===== src/rtl/decoder_2x4_arbiter.sv =====
// Round-robin arbiter sharing one 2x4 decoder among four requesters.
// The owner index drives the decoder select pair {dec_A,dec_B}, and the
// enable and grant vector come straight from registers. A hold-time limit
// stops one requester from monopolising the decoder while others wait.
module decoder_2x4_arbiter #(
  parameter int unsigned MAX_HOLD = 8
) (
  input  logic       clk,
  input  logic       reset,
  input  logic [3:0] req,
  output logic [3:0] gnt,
  output logic       dec_A,
  output logic       dec_B,
  output logic       dec_en,
  output logic       busy
);

  localparam logic [0:0] IDLE  = 1'b0;
  localparam logic [0:0] GRANT = 1'b1;

  // A MAX_HOLD of zero turns the hold limit off entirely, so the last-cycle
  // constant is only meaningful when preemption is enabled.
  localparam bit         PREEMPT_EN = (MAX_HOLD != 0);
  localparam logic [7:0] HOLD_LAST  = PREEMPT_EN ? 8'(MAX_HOLD - 1) : 8'd0;

  logic [0:0] state_q, state_d;
  logic [1:0] owner_q, owner_d;
  logic [1:0] ptr_q,   ptr_d;
  logic [7:0] hold_q,  hold_d;
  logic [3:0] gnt_q,   gnt_d;
  logic       en_q,    en_d;

  logic [3:0] otherReq;
  logic [2:0] hit;
  logic       atLimit;

  // Returns {found, index} of the first set bit scanning p, p+1, ... mod 4.
  // Iterating from the farthest position down lets the nearest one win.
  function automatic logic [2:0] search(input logic [3:0] r, input logic [1:0] p);
    logic [2:0] res;
    logic [1:0] idx;
    res = 3'b000;
    for (int k = 3; k >= 0; k--) begin
      idx = p + 2'(k);
      if (r[idx]) res = {1'b1, idx};
    end
    return res;
  endfunction

  // Next-state logic: release beats preemption, preemption beats timeout.
  // The owner is masked out of the search so a preempted owner can only
  // win again once the rotating pointer comes back around to it.
  always_comb begin
    state_d  = state_q;
    owner_d  = owner_q;
    ptr_d    = ptr_q;
    hold_d   = hold_q;
    otherReq = req & ~(4'b0001 << owner_q);
    hit      = search((state_q == IDLE) ? req : otherReq, ptr_q);
    atLimit  = PREEMPT_EN && (hold_q == HOLD_LAST);

    case (state_q)
      IDLE: begin
        if (hit[2]) begin
          state_d = GRANT;
          owner_d = hit[1:0];
          ptr_d   = hit[1:0] + 2'd1;
          hold_d  = 8'd0;
        end
      end
      GRANT: begin
        if (!req[owner_q]) begin
          if (hit[2]) begin
            owner_d = hit[1:0];
            ptr_d   = hit[1:0] + 2'd1;
          end else begin
            state_d = IDLE;
          end
          hold_d = 8'd0;
        end else if (atLimit && hit[2]) begin
          owner_d = hit[1:0];
          ptr_d   = hit[1:0] + 2'd1;
          hold_d  = 8'd0;
        end else if (atLimit) begin
          hold_d = 8'd0;
        end else if (PREEMPT_EN) begin
          hold_d = hold_q + 8'd1;
        end
      end
      default: begin
        state_d = IDLE;
        hold_d  = 8'd0;
      end
    endcase

    gnt_d = (state_d == GRANT) ? (4'b0001 << owner_d) : 4'b0000;
    en_d  = (state_d == GRANT);
  end

  // State and output registers; reset clears everything immediately.
  always_ff @(posedge clk or posedge reset) begin
    if (reset) begin
      state_q <= IDLE;
      owner_q <= 2'd0;
      ptr_q   <= 2'd0;
      hold_q  <= 8'd0;
      gnt_q   <= 4'b0000;
      en_q    <= 1'b0;
    end else begin
      state_q <= state_d;
      owner_q <= owner_d;
      ptr_q   <= ptr_d;
      hold_q  <= hold_d;
      gnt_q   <= gnt_d;
      en_q    <= en_d;
    end
  end

  assign gnt    = gnt_q;
  assign dec_A  = owner_q[1];
  assign dec_B  = owner_q[0];
  assign dec_en = en_q;
  assign busy   = en_q;

endmodule


===== config.mk =====
export PLATFORM = sky130hd
export DESIGN_NAME = decoder_2x4_arbiter
export DESIGN_NICKNAME = d
export VERILOG_FILES = /design/src/rtl/decoder_2x4_arbiter.sv
export SDC_FILE = /design/constraint.sdc
export NUM_CORES = 1
export LEC_CHECK = 0
export CORE_MARGIN = 4
export CORE_UTILIZATION = 46
export DETAILED_ROUTE_END_ITERATION = 10
export GPL_TIMING_DRIVEN = 0
export PLACE_DENSITY = 0.69
export SLEW_MARGIN = 25
export SYNTH_ARGS = -nofsm -noshare
export SYNTH_HDL_FRONTEND = slang
export SYNTH_SLANG_ARGS = --single-unit

===== constraint.sdc =====
create_clock -name clk -period 2.2 [get_ports clk]
set_input_delay 0.66 -clock clk [delete_from_list [all_inputs] [get_ports clk]]
set_output_delay 0.66 -clock clk [all_outputs]
set_load 0.02 [all_outputs]

=== Word level (Yosys, flattened, before mapping) ===
Index checks and enable logic that the tools add are counted.

* Word-level logic and storage cells: 56
* Register bits: 17

* Bitwise operators: 3
* Multiplexer cells: 32
* Reduce and logical (&&, ||, !) cells: 1
* Magnitude comparators: 5
* Shift-type cells: 2
* Equal/unequal tests: 3
* Add/sub/neg operators: 5

{| class="wikitable"
|+ Operator list
! operator !! number
|-
| $mux 8 || 4
|-
| $pmux 8 s2 || 1
|-
| $lt 2x3->1 const B || 5
|-
| $mux 2 || 6
|-
| $mux 3 || 4
|-
| $bmux 1 s2 || 5
|-
| $add 8x1->8 const B || 1
|-
| $eq 8x3->1 const B || 1
|-
| $mux 4 || 2
|-
| $pmux 2 s2 || 2
|-
| $shl 1x2->4 const A || 2
|-
| $mux 1 || 7
|-
| $add 2x1->2 const B || 2
|-
| $add 2x2->2 const B || 2
|-
| $and 4x4->4 || 1
|-
| $not 4->4 || 1
|-
| $ne 3x2->1 const B || 1
|-
| $ne 2x2->1 const B || 1
|-
| $pmux 1 s2 || 1
|-
| $logic_and 1x1->1 || 1
|-
| $not 1->1 || 1
|}

=== Logic depth before layout (Yosys ltp) ===
* Word-level depth: 16
* Depth in mapped cells: 8
* Mapped depth without buffers: 7

=== Least setup slack after synthesis ===
No wires, ideal clock.

* Kind: in2reg
* Start point: input port req[0]
* End point: register gnt_q[0] (netlist: gnt[0])
* Data arrival time: 2.158 ns
* Path slack: -0.021 ns
* Data required time: 2.137 ns
* Cell stages on the path: 6
* Path through: clkbuf_1 and2_1 o32a_2 o21ai_4 mux2_4 o21ba_4

* Longest elaborated chain between the ends: 14

{| class="wikitable"
|+ RTL lines
! element !! line !! source
|-
| start: declaration || 10 || <nowiki>input logic [3:0] req,</nowiki>
|-
| $and 4x4->4 || 58 || <nowiki>otherReq = req & ~(4'b0001 << owner_q);</nowiki>
|-
| $mux 4 || 59 || <nowiki>hit = search((state_q == IDLE) ? req : otherReq, ptr_q);</nowiki>
|-
| $bmux 1 s2 || 45 || <nowiki>if (r[idx]) res = {1'b1, idx};</nowiki>
|-
| $mux 1 (implied by the code) || 45 ||
|-
| $mux 3 (4 in series) || 45 ||
|-
| $logic_and 1x1->1 || 80 || <nowiki>end else if (atLimit && hit[2]) begin</nowiki>
|-
| $mux 2 || 80 ||
|-
| $mux 2 || 72 || <nowiki>if (!req[owner_q]) begin</nowiki>
|-
| $pmux 2 s2 (*) || 62 || <nowiki>case (state_q)</nowiki>
|-
| net owner_d[1] || 27 || <nowiki>logic [1:0] owner_q, owner_d;</nowiki>
|-
| $shl 1x2->4 (*) || 96 || <nowiki>gnt_d = (state_d == GRANT) ? (4'b0001 << owner_d) : 4'b0000;</nowiki>
|-
| $mux 4 (*) || 96 ||
|-
| net gnt_d[0] || 30 || <nowiki>logic [3:0] gnt_q, gnt_d;</nowiki>
|-
| end signal: assignment || 114 || <nowiki>gnt_q <= gnt_d;</nowiki>
|-
| end: declaration || 30 ||
|}

Mark *: on every way through the listed nets, which the timed path passes. The rest lies on a longest branch. The select of a mux whose other input is x is not followed.
A chain may end at the register's enable or synchronous reset.

=== Worst setup path in the final report ===
* Start point: input port req[2]
* End point: register gnt_q[0] (netlist: gnt[0])

Same word-level chain as after synthesis.

==> flow_metrics.tcl <==
set metrics [dict create \
    clock_edge_transition_at_the_registers_on_the_reported_setup_and_hold_paths_ns 0.10 \
    rows 17 \
    gp_routability_congestion 0.823 \
    final_critical_path_setup_slack_ns 0.0554 \
    starting_density_pct 50.1 \
    worstPathRequired_ns 2.44 \
    synth_async_sr_flop_share_pct 100 \
    power_density_nw_per_um2 1330 \
    tritoncts_num_sinks 17 \
    timing.final.max_slew_violations 0 \
    grt_usage_pct 16.8 \
    cts_inserted_buffers 3 \
    worst_ir_drop_vdd_v 0.000940 \
    post-dp-hpwl_mm 1.81 \
    yosys.area.top_type_share_pct 37.3 \
    floorplan.die_area_um2 3340 \
    grt_max_degree 18 \
    max_buffers_root_to_sink 2 \
    antenna_cells 0 \
    finalHoldViolCount 0 \
    final_min_period_over_clock_period_pct 97.5 \
    grt_setup_unrepaired "false" \
    power_frac_comb_pct 66.0 \
    worst_slew_pin_slew_ns 0.628 \
    yosysTopAreaCell "sky130_fd_sc_hd__dfrtp_1" \
    met2_usage_pct 28.1 \
    setup_viol 0 \
    run_status "complete, no violations" \
    vias_in_the_first_global_route 944 \
    synthesis.yosys.warnings 0 \
    finalWirelength_mm 2.60 \
    place_ws_ns -0.572 \
    ys_seq_area_share_pct 37.3 \
    cts_root_buf "sky130_fd_sc_hd__clkbuf_4" \
    finClkSkew_ns 0.00164 \
    drt_pre_antenna_iters 4 \
    finalNetCount 158 \
    crit_type "in2reg" \
    avgRoutedWirePerCell_um 14.6 \
    drc 0 \
    cts-htree-levels 1 \
    p_clk_share_pct 8.9 \
    setup.worst_path.end_class "flop" \
    critPathLaunchType "input pin" \
    buffer_ports.inserted 12 \
    post_drt_via_cell_ratio 5.93 \
    hold_path_class "reg2reg" \
    synth_enable_flop_cells 0 \
    syn_to_final_growth_pct 24.4 \
    layout-drive-gt1-share_pct 20.7 \
    final_cell_count_no_fill 178 \
    regArea_um2 425 \
    share_seq_of_total_power_pct 25.2 \
    critical_path_peak_fanout 6 \
    synth_flop_cell "sky130_fd_sc_hd__dfrtp_1" \
    critical_path_arrival_ns 2.38 \
    period_needed_ns 2.14 \
    syn_avg_cell_area_um2 8.91 \
    utilization_after_layout_pct 62.3 \
    core_region_area_um2 2280 \
    synth_cell_types 45 \
    dp_cells 168 \
    syn-cell-area_um2 1140 \
    pin_count 14 \
    max-cap-violations 0 \
    timing.slew.headroom_pct 58.1 \
    detailedRoute.firstIterationViolations 33 \
    synth_nets 135 \
    gr-usage-met3_pct 5.35 \
    final_antenna_net_count 0 \
    globalRoute.busiestLayer "met2" \
    wire_length_of_the_first_global_routing_pass_mm 4.32 \
    detailroute.via_count 1055 \
    total_power_mw 1.88 \
    final.fill_count 199 \
    postSynthCellCount 128 \
    tns_ns 0 \
    power.static_leakage_nw 0.629 \
    netSwitchingFraction_pct 42.8 \
    netlist_top_cells_area "sky130_fd_sc_hd__dfrtp_1 (37%), sky130_fd_sc_hd__o21ai_0 (6.1%), sky130_fd_sc_hd__nand2_1 (4.3%)" \
    postSynthRegisterBits 17 \
    tritoncts "built" \
    p_sw_uw 806 \
    grt.overflow.total 0 \
    grt_util_met1_pct 21.9 \
    insertion_delay_ns 0.29 \
    design_internal_power_mw 1.08 \
    area_occupied_by_multi_input_gates_um2 671 \
    die_height_um 57.8 \
    clock.fmax_ghz 0.466 \
    die_w_um 57.8 \
    grt_antenna_before_repair 0 \
]
power groups by stage:
stage	Sequential, mW	Combinational (mW)	Clock (mW)
6_report	0.474	1.24	0.168
5_1_grt	0.486	1.35	0.193
3_5_place_dp	0.477	1.13	0
3_3_place_gp	0.472	1.10	0
2_1_floorplan	0.524	0.793	0
4_1_cts	0.475	1.23	0.175
kinds of logic (layout without fill, tap and decap cells):
| kind of cell | Yosys count | after routing | synth area share (%) |
|---|---|---|---|
| simple gates | 54 | 54 | 26.0 |
| fa+ha+maj | 1 | 1 | 1.10 |
| flops | 17 | 17 | 37.3 |
| buf+inv | 13 | 35 | 6.59 |
| compound gates | 40 | 40 | 24.8 |
| mux | 3 | 3 | 4.17 |
final timing paths:
kind,slack [ns],depth (start not counted),end,from
hold / removal,0.53,1,hold_q[0],hold_q[0]
setup reg to reg,0.11,6,gnt[0],owner_q[1]
setup / recovery,0.06,8,gnt[0],req[2]
max in group asynchronous,1.06,2,hold_q[6],reset
min in group asynchronous,0.74,2,gnt[3],reset
hold reg to reg,0.53,1,hold_q[0],hold_q[0]
synth_stat cells, types with 2 or more instances:
master,count
sky130_fd_sc_hd__dfrtp_1,17
sky130_fd_sc_hd__o21a_1,2
sky130_fd_sc_hd__inv_1,5
sky130_fd_sc_hd__nor2_1,9
sky130_fd_sc_hd__nor2b_1,3
sky130_fd_sc_hd__buf_2,3
sky130_fd_sc_hd__and2_1,3
sky130_fd_sc_hd__nor3_2,3
sky130_fd_sc_hd__nand2b_1,4
sky130_fd_sc_hd__buf_6,2
sky130_fd_sc_hd__buf_4,2
sky130_fd_sc_hd__nand2_1,13
sky130_fd_sc_hd__nor3_1,2
sky130_fd_sc_hd__a21o_1,2
sky130_fd_sc_hd__and3_1,5
sky130_fd_sc_hd__nand3_1,4
sky130_fd_sc_hd__a21oi_1,7
sky130_fd_sc_hd__o31ai_1,2
sky130_fd_sc_hd__o21ai_0,14
flip-flops by register name (all words and copies together) (netlist names):
name     cells
busy         1
gnt          4
hold_q       8
owner_q      2
ptr_q        2
repair_timing:
item	in CTS	in global routing
hold endpoints to repair	0	0
resized for setup	7	3
hold buffers	0	0
setup endpoints to repair	16	3
pin swaps	2	0
cloned	0	0
setup buffers	6	0
critical path: stages:
cell and delay [ns]:
sky130_fd_sc_hd__dlygate4sd2_1 0.29, sky130_fd_sc_hd__mux4_2 0.49, sky130_fd_sc_hd__nand2_2 0.10, sky130_fd_sc_hd__or2_1 0.11
sky130_fd_sc_hd__buf_6 0.10, sky130_fd_sc_hd__o21ai_4 0.08, sky130_fd_sc_hd__mux2_4 0.34, sky130_fd_sc_hd__o21ba_4 0.22
stage by stage:
step / instance area [um^2] / hold slack (ns)
after floorplan: 1150 / 0.478
after detailed placement: 1310 / 0.520
final: 1420 / 0.531
after CTS: 1410 / 0.541
after global routing: 1420 / 0.572
after global placement: 1310 / 0.495
final cells by class:
class	instances	area share [%]
Clock inverter	1	0.353
Timing Repair Buffer	18	12.3
Inverter	5	1.32
Multi-Input combinational cell	98	47.3
Clock buffer	3	1.59
Sequential cell	17	30.0
Buffer	8	4.68
Tap cell	28	2.47
metal layers:
layer  vias up  part of all wire (%)
li1        506                     -
met1       509                    44
met2        35                    49
met3         5                   6.6
met4         0                  0.46
met5         -                     0
layout by cell type (no fill, tap or decap), types with 2 or more instances in the layout:
cell                              netlist  layout
sky130_fd_sc_hd__nor3_1                 2       2
sky130_fd_sc_hd__and3_1                 5       5
sky130_fd_sc_hd__nor3_2                 3       2
sky130_fd_sc_hd__nand3_1                4       4
sky130_fd_sc_hd__and2_1                 3       3
sky130_fd_sc_hd__buf_6                  2       2
sky130_fd_sc_hd__clkbuf_4               0       3
sky130_fd_sc_hd__clkdlybuf4s50_1        0       9
sky130_fd_sc_hd__buf_4                  2       7
sky130_fd_sc_hd__nand2_1               13      12
sky130_fd_sc_hd__a21o_1                 2       2
sky130_fd_sc_hd__inv_1                  5       5
sky130_fd_sc_hd__nor2_1                 9       9
sky130_fd_sc_hd__dlygate4sd2_1          0       3
sky130_fd_sc_hd__o21a_1                 2       2
sky130_fd_sc_hd__nor2b_1                3       3
sky130_fd_sc_hd__a21oi_1                7       7
sky130_fd_sc_hd__nand2b_1               4       4
sky130_fd_sc_hd__o21ai_0               14      12
sky130_fd_sc_hd__dfrtp_1               17      17
sky130_fd_sc_hd__buf_2                  3       3
sky130_fd_sc_hd__o31ai_1                2       2
(Power assumes the default switching activity.)
